**src/rtl/hog_frame_sequencer.sv**
```systemverilog
// rtl/hog_frame_sequencer.sv - frame load / scaler kick / completion sequencer for the HOG pipeline
module hog_frame_sequencer #(
    parameter int RAM_AW  = 17,
    parameter int P_WIDTH = 8,
    parameter int IMG_W   = 136,
    parameter int IMG_H   = 136,
    parameter int TMO_W   = 24
) (
    input  logic               aclk,
    input  logic               arest_n,
    input  logic               go,
    input  logic               abort,
    input  logic [P_WIDTH-1:0] s_tdata,
    input  logic               s_tvalid,
    output logic               s_tready,
    input  logic               s_tlast,
    output logic [3:0]         init_ena,
    output logic [3:0]         init_wea,
    output logic [RAM_AW-1:0]  init_addra,
    output logic [P_WIDTH-1:0] init_dina,
    output logic               start,
    input  logic               scaling_finish,
    input  logic               write_feature_done,
    output logic               busy,
    output logic               done,
    output logic [2:0]         state,
    output logic [1:0]         err
);

    localparam int CW = (IMG_W > 1) ? $clog2(IMG_W) : 1;
    localparam int RW = (IMG_H > 1) ? $clog2(IMG_H + 1) : 1;
    localparam logic [CW-1:0] COL_LAST = CW'(IMG_W - 1);
    localparam logic [RW-1:0] ROW_LAST = RW'(IMG_H - 1);

    typedef enum logic [2:0] {
        S_IDLE       = 3'd0,
        S_LOAD       = 3'd1,
        S_KICK       = 3'd2,
        S_WAIT_SCALE = 3'd3,
        S_WAIT_HOG   = 3'd4,
        S_DONE       = 3'd5,
        S_ERR        = 3'd6
    } state_t;

    state_t              state_q, state_d;
    logic [CW-1:0]       col_q, col_d;
    logic [RW-1:0]       row_q, row_d;
    // Word address r*(IMG_W/4)+c/4, advanced once per group of four columns
    logic [RAM_AW-1:0]   word_q, word_d;
    // Final pixel accepted; hold in LOAD until its bank write is on the bus
    logic                last_q, last_d;
    // write_feature_done seen before scaling_finish
    logic                wfd_q, wfd_d;
    logic [TMO_W-1:0]    tmo_q, tmo_d;
    logic [1:0]          err_q, err_d;
    logic [3:0]          ena_q, ena_d;
    logic [RAM_AW-1:0]   addr_q, addr_d;
    logic [P_WIDTH-1:0]  din_q, din_d;

    logic                hs;
    logic                final_pix;
    logic [TMO_W-1:0]    tmo_inc;
    logic                tmo_hit;

    // Decoded handshake/status outputs; abort suppresses any write or start in its cycle
    always_comb begin
        s_tready   = (state_q == S_LOAD) && !last_q && !abort;
        hs         = s_tready && s_tvalid;
        final_pix  = (col_q == COL_LAST) && (row_q == ROW_LAST);
        start      = (state_q == S_KICK) && !abort;
        done       = (state_q == S_DONE);
        busy       = (state_q == S_LOAD) || (state_q == S_KICK) ||
                     (state_q == S_WAIT_SCALE) || (state_q == S_WAIT_HOG);
        init_ena   = ena_q & {4{!abort}};
        init_wea   = ena_q & {4{!abort}};
        init_addra = addr_q;
        init_dina  = din_q;
        state      = state_q;
        err        = err_q;
        tmo_inc    = tmo_q + TMO_W'(1);
        tmo_hit    = &tmo_inc;
    end

    // Next-state, counter and bank-write computation
    always_comb begin
        state_d = state_q;
        col_d   = col_q;
        row_d   = row_q;
        word_d  = word_q;
        last_d  = last_q;
        wfd_d   = wfd_q;
        tmo_d   = tmo_q;
        err_d   = err_q;
        ena_d   = 4'b0000;
        addr_d  = addr_q;
        din_d   = din_q;

        case (state_q)
            S_IDLE, S_ERR: begin
                if (go) begin
                    state_d = S_LOAD;
                    err_d   = 2'b00;
                    col_d   = '0;
                    row_d   = '0;
                    word_d  = '0;
                    last_d  = 1'b0;
                    wfd_d   = 1'b0;
                end
            end
            S_LOAD: begin
                if (last_q) begin
                    state_d = S_KICK;
                    last_d  = 1'b0;
                end else if (hs) begin
                    ena_d  = 4'b0001 << col_q[1:0];
                    addr_d = word_q;
                    din_d  = s_tdata;
                    if (col_q[1:0] == 2'b11) begin
                        word_d = word_q + RAM_AW'(1);
                    end
                    if (col_q == COL_LAST) begin
                        col_d = '0;
                        row_d = row_q + RW'(1);
                    end else begin
                        col_d = col_q + CW'(1);
                    end
                    if (s_tlast != final_pix) begin
                        err_d[0] = 1'b1;
                        state_d  = S_ERR;
                    end else if (final_pix) begin
                        last_d = 1'b1;
                    end
                end
            end
            S_KICK: begin
                state_d = S_WAIT_SCALE;
                tmo_d   = '0;
                wfd_d   = 1'b0;
            end
            S_WAIT_SCALE: begin
                tmo_d = tmo_inc;
                if (write_feature_done) begin
                    wfd_d = 1'b1;
                end
                if (scaling_finish) begin
                    state_d = (wfd_q || write_feature_done) ? S_DONE : S_WAIT_HOG;
                end else if (tmo_hit) begin
                    err_d[1] = 1'b1;
                    state_d  = S_ERR;
                end
            end
            S_WAIT_HOG: begin
                tmo_d = tmo_inc;
                if (write_feature_done || wfd_q) begin
                    state_d = S_DONE;
                end else if (tmo_hit) begin
                    err_d[1] = 1'b1;
                    state_d  = S_ERR;
                end
            end
            S_DONE: begin
                state_d = S_IDLE;
            end
            default: begin
                state_d = S_IDLE;
            end
        endcase

        if (abort) begin
            state_d = S_IDLE;
            err_d   = err_q;
            ena_d   = 4'b0000;
            addr_d  = addr_q;
            din_d   = din_q;
        end
    end

    // State and datapath registers, cleared asynchronously
    always_ff @(posedge aclk or negedge arest_n) begin
        if (!arest_n) begin
            state_q <= S_IDLE;
            col_q   <= '0;
            row_q   <= '0;
            word_q  <= '0;
            last_q  <= 1'b0;
            wfd_q   <= 1'b0;
            tmo_q   <= '0;
            err_q   <= 2'b00;
            ena_q   <= 4'b0000;
            addr_q  <= '0;
            din_q   <= '0;
        end else begin
            state_q <= state_d;
            col_q   <= col_d;
            row_q   <= row_d;
            word_q  <= word_d;
            last_q  <= last_d;
            wfd_q   <= wfd_d;
            tmo_q   <= tmo_d;
            err_q   <= err_d;
            ena_q   <= ena_d;
            addr_q  <= addr_d;
            din_q   <= din_d;
        end
    end

endmodule

```
**config.mk**
```make
export PLATFORM = sky130hd
export DESIGN_NAME = hog_frame_sequencer
export DESIGN_NICKNAME = d
export VERILOG_FILES = /design/src/rtl/hog_frame_sequencer.sv
export SDC_FILE = /design/constraint.sdc
export NUM_CORES = 1
export LEC_CHECK = 0
export ABC_AREA = 1
export CORE_MARGIN = 2
export CORE_UTILIZATION = 57
export DETAILED_ROUTE_END_ITERATION = 10
export PLACE_DENSITY = 0.82
export SKIP_CTS_REPAIR_TIMING = 1
export SLEW_MARGIN = 20
export SYNTH_ARGS = -nofsm -noshare
export SYNTH_HDL_FRONTEND = slang
export SYNTH_SLANG_ARGS = --single-unit
```
**constraint.sdc**
```tcl
create_clock -name aclk -period 2.2 [get_ports aclk]
set_input_delay 0.33 -clock aclk [delete_from_list [all_inputs] [get_ports aclk]]
set_output_delay 0.33 -clock aclk [all_outputs]
set_load 0.02 [all_outputs]
```
Yosys cells after proc, flatten, opt, wreduce, memory -nomap -nowiden. Index checks and enable logic that the tools add are counted.

Bits in latches: 0. Bits in writable memories: 0. Memories kept: 0. ROM bits: 0. Word-level logic and storage cells: 116. Input port bits: 16. Register bits after elaboration: 93. Output and inout port bits: 42.

Bitwise operators: 3. Eq/ne operators: 22. Div/mod/pow operators: 0. Shift-type cells: 1. Add/subtract/negate cells: 4. Reduce and logical (&&, ||, !) cells: 28. $lt $le $gt $ge: 0. Multipliers: 0. Mux-type cells: 46.

Operator list (number): two-way mux 17 bit (4); two-way mux 8 bit (7); one-hot mux 24 bit (2 select lines) (1); one-hot mux 17 bit (2 select lines) (1); one-hot mux 8 bit (2 select lines) (2); adder 24 x 1 -> 24 bit (second input constant) (1); two-way mux 3 bit (8); AND reduction 24 bit (1); adder 17 x 1 -> 17 bit (second input constant) (1); adder 8 x 1 -> 8 bit (second input constant) (2); equality test 8 bit (second input constant) (2); two-way mux 4 bit (4); one-hot mux 3 bit (5 select lines) (1); AND reduction 5 bit (3); two-way mux 1 bit (13); != test 2 bit (second input constant) (6); equality test 3 bit (second input constant) (3); AND reduction 4 bit (2); equality test 3 x 2 -> 1 bit (second input constant) (2); != test 2 x 1 -> 1 bit (second input constant) (3); one-hot mux 1 bit (3 select lines) (2); AND reduction 3 bit (2); AND reduction 6 bit (1); nonzero test 3 bit (2); 18 further kinds (30).

Depth between registers and ports, before layout.
Depth in word-level cells: 8. Depth in mapped cells: 18. Mapped depth without buffers: 18.

Least setup slack after synthesis. No wires, ideal clock.

Kind: register -> register. From: register col_q[0]. To: register state_q[1] (netlist: state[1]). Library setup time: 118 ps. Path slack: 320 ps. Data arrival time: 1763 ps. Path buffers: 0. Stages on the path, launching flop included: 13. Data required time: 2082 ps. Period minus slack after synthesis: 1880 ps. Cells stage by stage: dfrtp_1 ha_1 nand2_1 nor3_1 nand4_1 nor3_1 ha_1 nand2_1 nand2_1 a21oi_1 nor3_1 nand2_1 nand2_1.

Cells in the longest elaborated chain, start to end: 5.

RTL lines: from (decl) (RTL line 46) `logic [CW-1:0] col_q, col_d;`; from (signal assigned) (RTL line 194) `col_q <= col_d;`; equality test 8 bit (RTL line 69) `final_pix = (col_q == COL_LAST) && (row_q == ROW_LAST);`; logical AND 1 bit (RTL line 69); != test 1 bit (RTL line 127) `if (s_tlast != final_pix) begin`; != test 4 x 3 -> 1 bit (no source line); AND reduction 3 bit (no source line); to (signal assigned) (RTL line 193) `state_q <= state_d;`; to (decl) (RTL line 45) `state_t state_q, state_d;`.

No other way between the ends. A chain may end at the register's enable or synchronous reset.

Worst setup path in the final report.
From: input port abort. To: output port init_wea[2].

Cells in the longest elaborated chain, start to end: 2.

RTL lines: from (decl) (RTL line 12) `input logic abort,`; zero test 1 bit (RTL line 75) `init_wea = ena_q & {4{!abort}};`; bitwise AND 4 bit (RTL line 75); to (decl) (RTL line 18) `output logic [3:0] init_wea,`.

No other way between the ends.

==> impl_results.md <==
- Status: complete, no violations
- Worst-skew pair later-pin latency: 360 ps
- Die area: 0.00979 mm2
- Total net switching power: 2.34 mW
- Routability cong.: 0.965
- Post-synth EDFFs: 0
- Clk sink count: 93
- FFs w/ async S/R, synth: 1.00
- Clock Power Share: 0.198
- Internal power: 3.49 mW
- Worst hold slack: 463 ps
- Comb pwr share: 0.429
- Worst vdd ir: 0.873 mV
- Syn Area/Cell: 7.80 um2
- YS warnings: 0
- CTS H-tree depth: 3
- Pwr Density: 935 mW/mm2
- Final min period: 2100 ps
- Kind of critical path: in2out
- WL/cell: 14.6 um
- Setup crit start kind: input pin
- Post-synthesis sequential area ratio: 0.453
- Synth Flop Type: dfrtp_1
- Slew HR: 0.681
- PnR worst setup slack: 103 ps
- Yosys reg bits: 93
- Maximum clock frequency: 477 MHz
- Final Cycle Share: 0.953
- Antenna diode instance count: 0
- Slew @ Worst Pin: 479 ps
- Share of cells above drive strength 1: 0.142
- Drt total wl: 12300 um
- CP max stage cell: clkdlybuf4s50_1
- Die span in y: 99.0 um
- Post-synthesis cell type count: 41
- Num CTS Buffers: 9
- Place WS: -33.2 ps
- Pleak: 2.81 nW
- Final cell utilization of the core: 0.715
- Hold/Removal Path Class: in2async
- Initial antenna violation count: 0
- Reg power frac: 0.373
- Setup violators final: 0
- Worst-path fanout max: 6
- DP HPWL: 8740 um
- Starting DRC count in detailed routing: 269
- Vias in the first global route: 4406
- DP Area: 0.00586 mm2
- Sw frac: 0.401
- Global-route wire length before repair: 20200 um
- # IOs: 58
- Crit-path cells: clkdlybuf4s50_1 > buf_4 > nor2_1 > clkdlybuf4s50_1
- Final-report hold violation count: 0
- Max Cap Viol: 0
- DRC: 0
- CTS root buf: clkbuf_8
- Crit. End Element: output pin
- CTS tree: yes
- Vias post-DR: 4677
- Post-route cell area: 0.00623 mm2
- First-pass iteration count of the detailed router: 5
- Core area: 0.00872 mm2
- Placed cells: 818
- Final cell count without fillers: 841
- CP Data Required Time: 1870 ps
- DR vias/cell: 5.56
- Max-slew violations: 0
- Total Power: 5.83 mW
- Crit path DAT: 1770 ps
- Total grt overflow: 0
- Top cell by count, worst path: clkdlybuf4s50_1
- Gr usage total: 0.253
- Num rows: 34
- Starting Density: 0.589
- Area grow syn2layout: 21.3%
- Final ANT Viol Nets: 0
- Largest net degree at the start of global routing: 58
- Setup_tns: 0 ps
- Mapped cell area: 0.00514 mm2
- Cells after synthesis: 659
- Layout Skew: 10.5 ps
- Worst-path clk slew: 90 ps
- Port bufs: 57
- Clk buf depth: 2
- Nets: 754
- Die width: 99.0 um
- Syn_nets: 684
- Crit-path max cell delay: 650 ps
cells by family after synthesis:
logic type | after synthesis | share of synthesized area
multiplexers | 8 | 0.0175
AO/OA/AOI/OAI | 101 | 0.108
adder cells (fa/ha/maj) | 9 | 0.0219
flip-flops | 93 | 0.453
buffers and inverters | 121 | 0.0935
AND/OR/NAND/NOR | 323 | 0.298
XOR/XNOR | 4 | 0.00828
cells in the final DEF, fill, tap and decap left out, types with 2 or more instances in the layout:
cell type and instances:
nand2_1 155, inv_1 93, dfrtp_1 92, nor2_1 63, clkdlybuf4s50_1 53, o21ai_0 48
nand3_1 29, a21oi_1 17, buf_4 16, o22ai_1 14, nor3_1 14, nand4_1 13
nand2_2 12, nor2_4 9, o21ai_1 9, clkbuf_8 9, inv_2 8, mux2_2 8
ha_1 7, nor2_2 6, nand3_2 5, nand2_4 4, nor3_2 3, nor3_4 3
xor2_1 3, o21a_1 3, clkinv_4 3, dlymetal6s2s_1 3, buf_12 3, nor2_8 2
a21oi_2 2, nor4_1 2, o31ai_1 2, nor3b_1 2, ha_4 2
flip-flops by register name, summed over array words and instances (netlist names):
register,flops
ena_q,4
state,3
init_addra,17
wfd_q,1
word_q,17
row_q,8
init_dina,8
err,2
col_q,8
tmo_q,24
last_q,1
worst max-delay path, delay by kind of cell:
kind | cells | cell delay [ps]
and+or+nand+nor | 1 | 170
buffers and inverters | 3 | 1280
metal layers:
metal	part of all wire	track usage	vias up
li1	-	-	2243
met1	0.44	0.345	2246
met2	0.48	0.417	164
met3	0.057	0.0383	24
met4	0.020	0.0854	0
met5	0	0	-
final cells by class:
type	instances	area, um2
flip-flops and latches	93	2330
clock inverters	6	72.6
multi-input cells	445	2420
repair buffers	77	769
clock buffers	9	124
inverters	103	388
well taps	108	135
fillers	649	2490
path summary, 6_finish.rpt:
path	start	to	slack (ps)	cells past startpoint
max	abort	init_wea[2]	100	4
min	arest_n	tmo_q[10]	460	2
max reg2reg	state[1]	word_q[14]	120	13
min reg2reg	init_addra[2]	init_addra[2]	490	2
max in group asynchronous	arest_n	state[0]	1050	3
min in group aclk	init_addra[2]	init_addra[2]	490	2
power by group through the flow:
stage               combinational (mW)  clock [mW]  sequential [mW]
floorplan                         1.24           0             2.38
global placement                  2.31           0             2.18
detailed placement                2.37           0             2.20
CTS                               2.39        1.17             2.16
global route                      2.72        1.24             2.21
finish                            2.50        1.15             2.17
cell usage after synthesis, types with 2 or more instances:
master / instances / area, um2
o21ai_0: 49 / 245
nand2_4: 3 / 33.8
mux2_2: 8 / 90.1
inv_1: 93 / 349
o21ai_1: 8 / 40.0
nor3_1: 17 / 85.1
buf_2: 5 / 25.0
nor2_8: 2 / 40.0
nor2_2: 3 / 18.8
o22ai_1: 14 / 87.6
dfrtp_1: 93 / 2330
inv_2: 8 / 30.0
o21a_1: 3 / 22.5
nor2_4: 8 / 90.1
o31ai_1: 2 / 15.0
nand4_1: 13 / 81.3
nand3_2: 5 / 50.1
a21oi_1: 18 / 90.1
ha_1: 9 / 113
clkbuf_1: 8 / 30.0
nor2_1: 67 / 251
nor3b_1: 2 / 15.0
nand2_1: 159 / 597
nor3_2: 2 / 20.0
nand3_1: 29 / 145
xor2_1: 3 / 26.3
nand2_2: 9 / 56.3
nor4_1: 2 / 12.5
buf_4: 5 / 37.5
No activity file was read; power rests on OpenSTA's default activity.
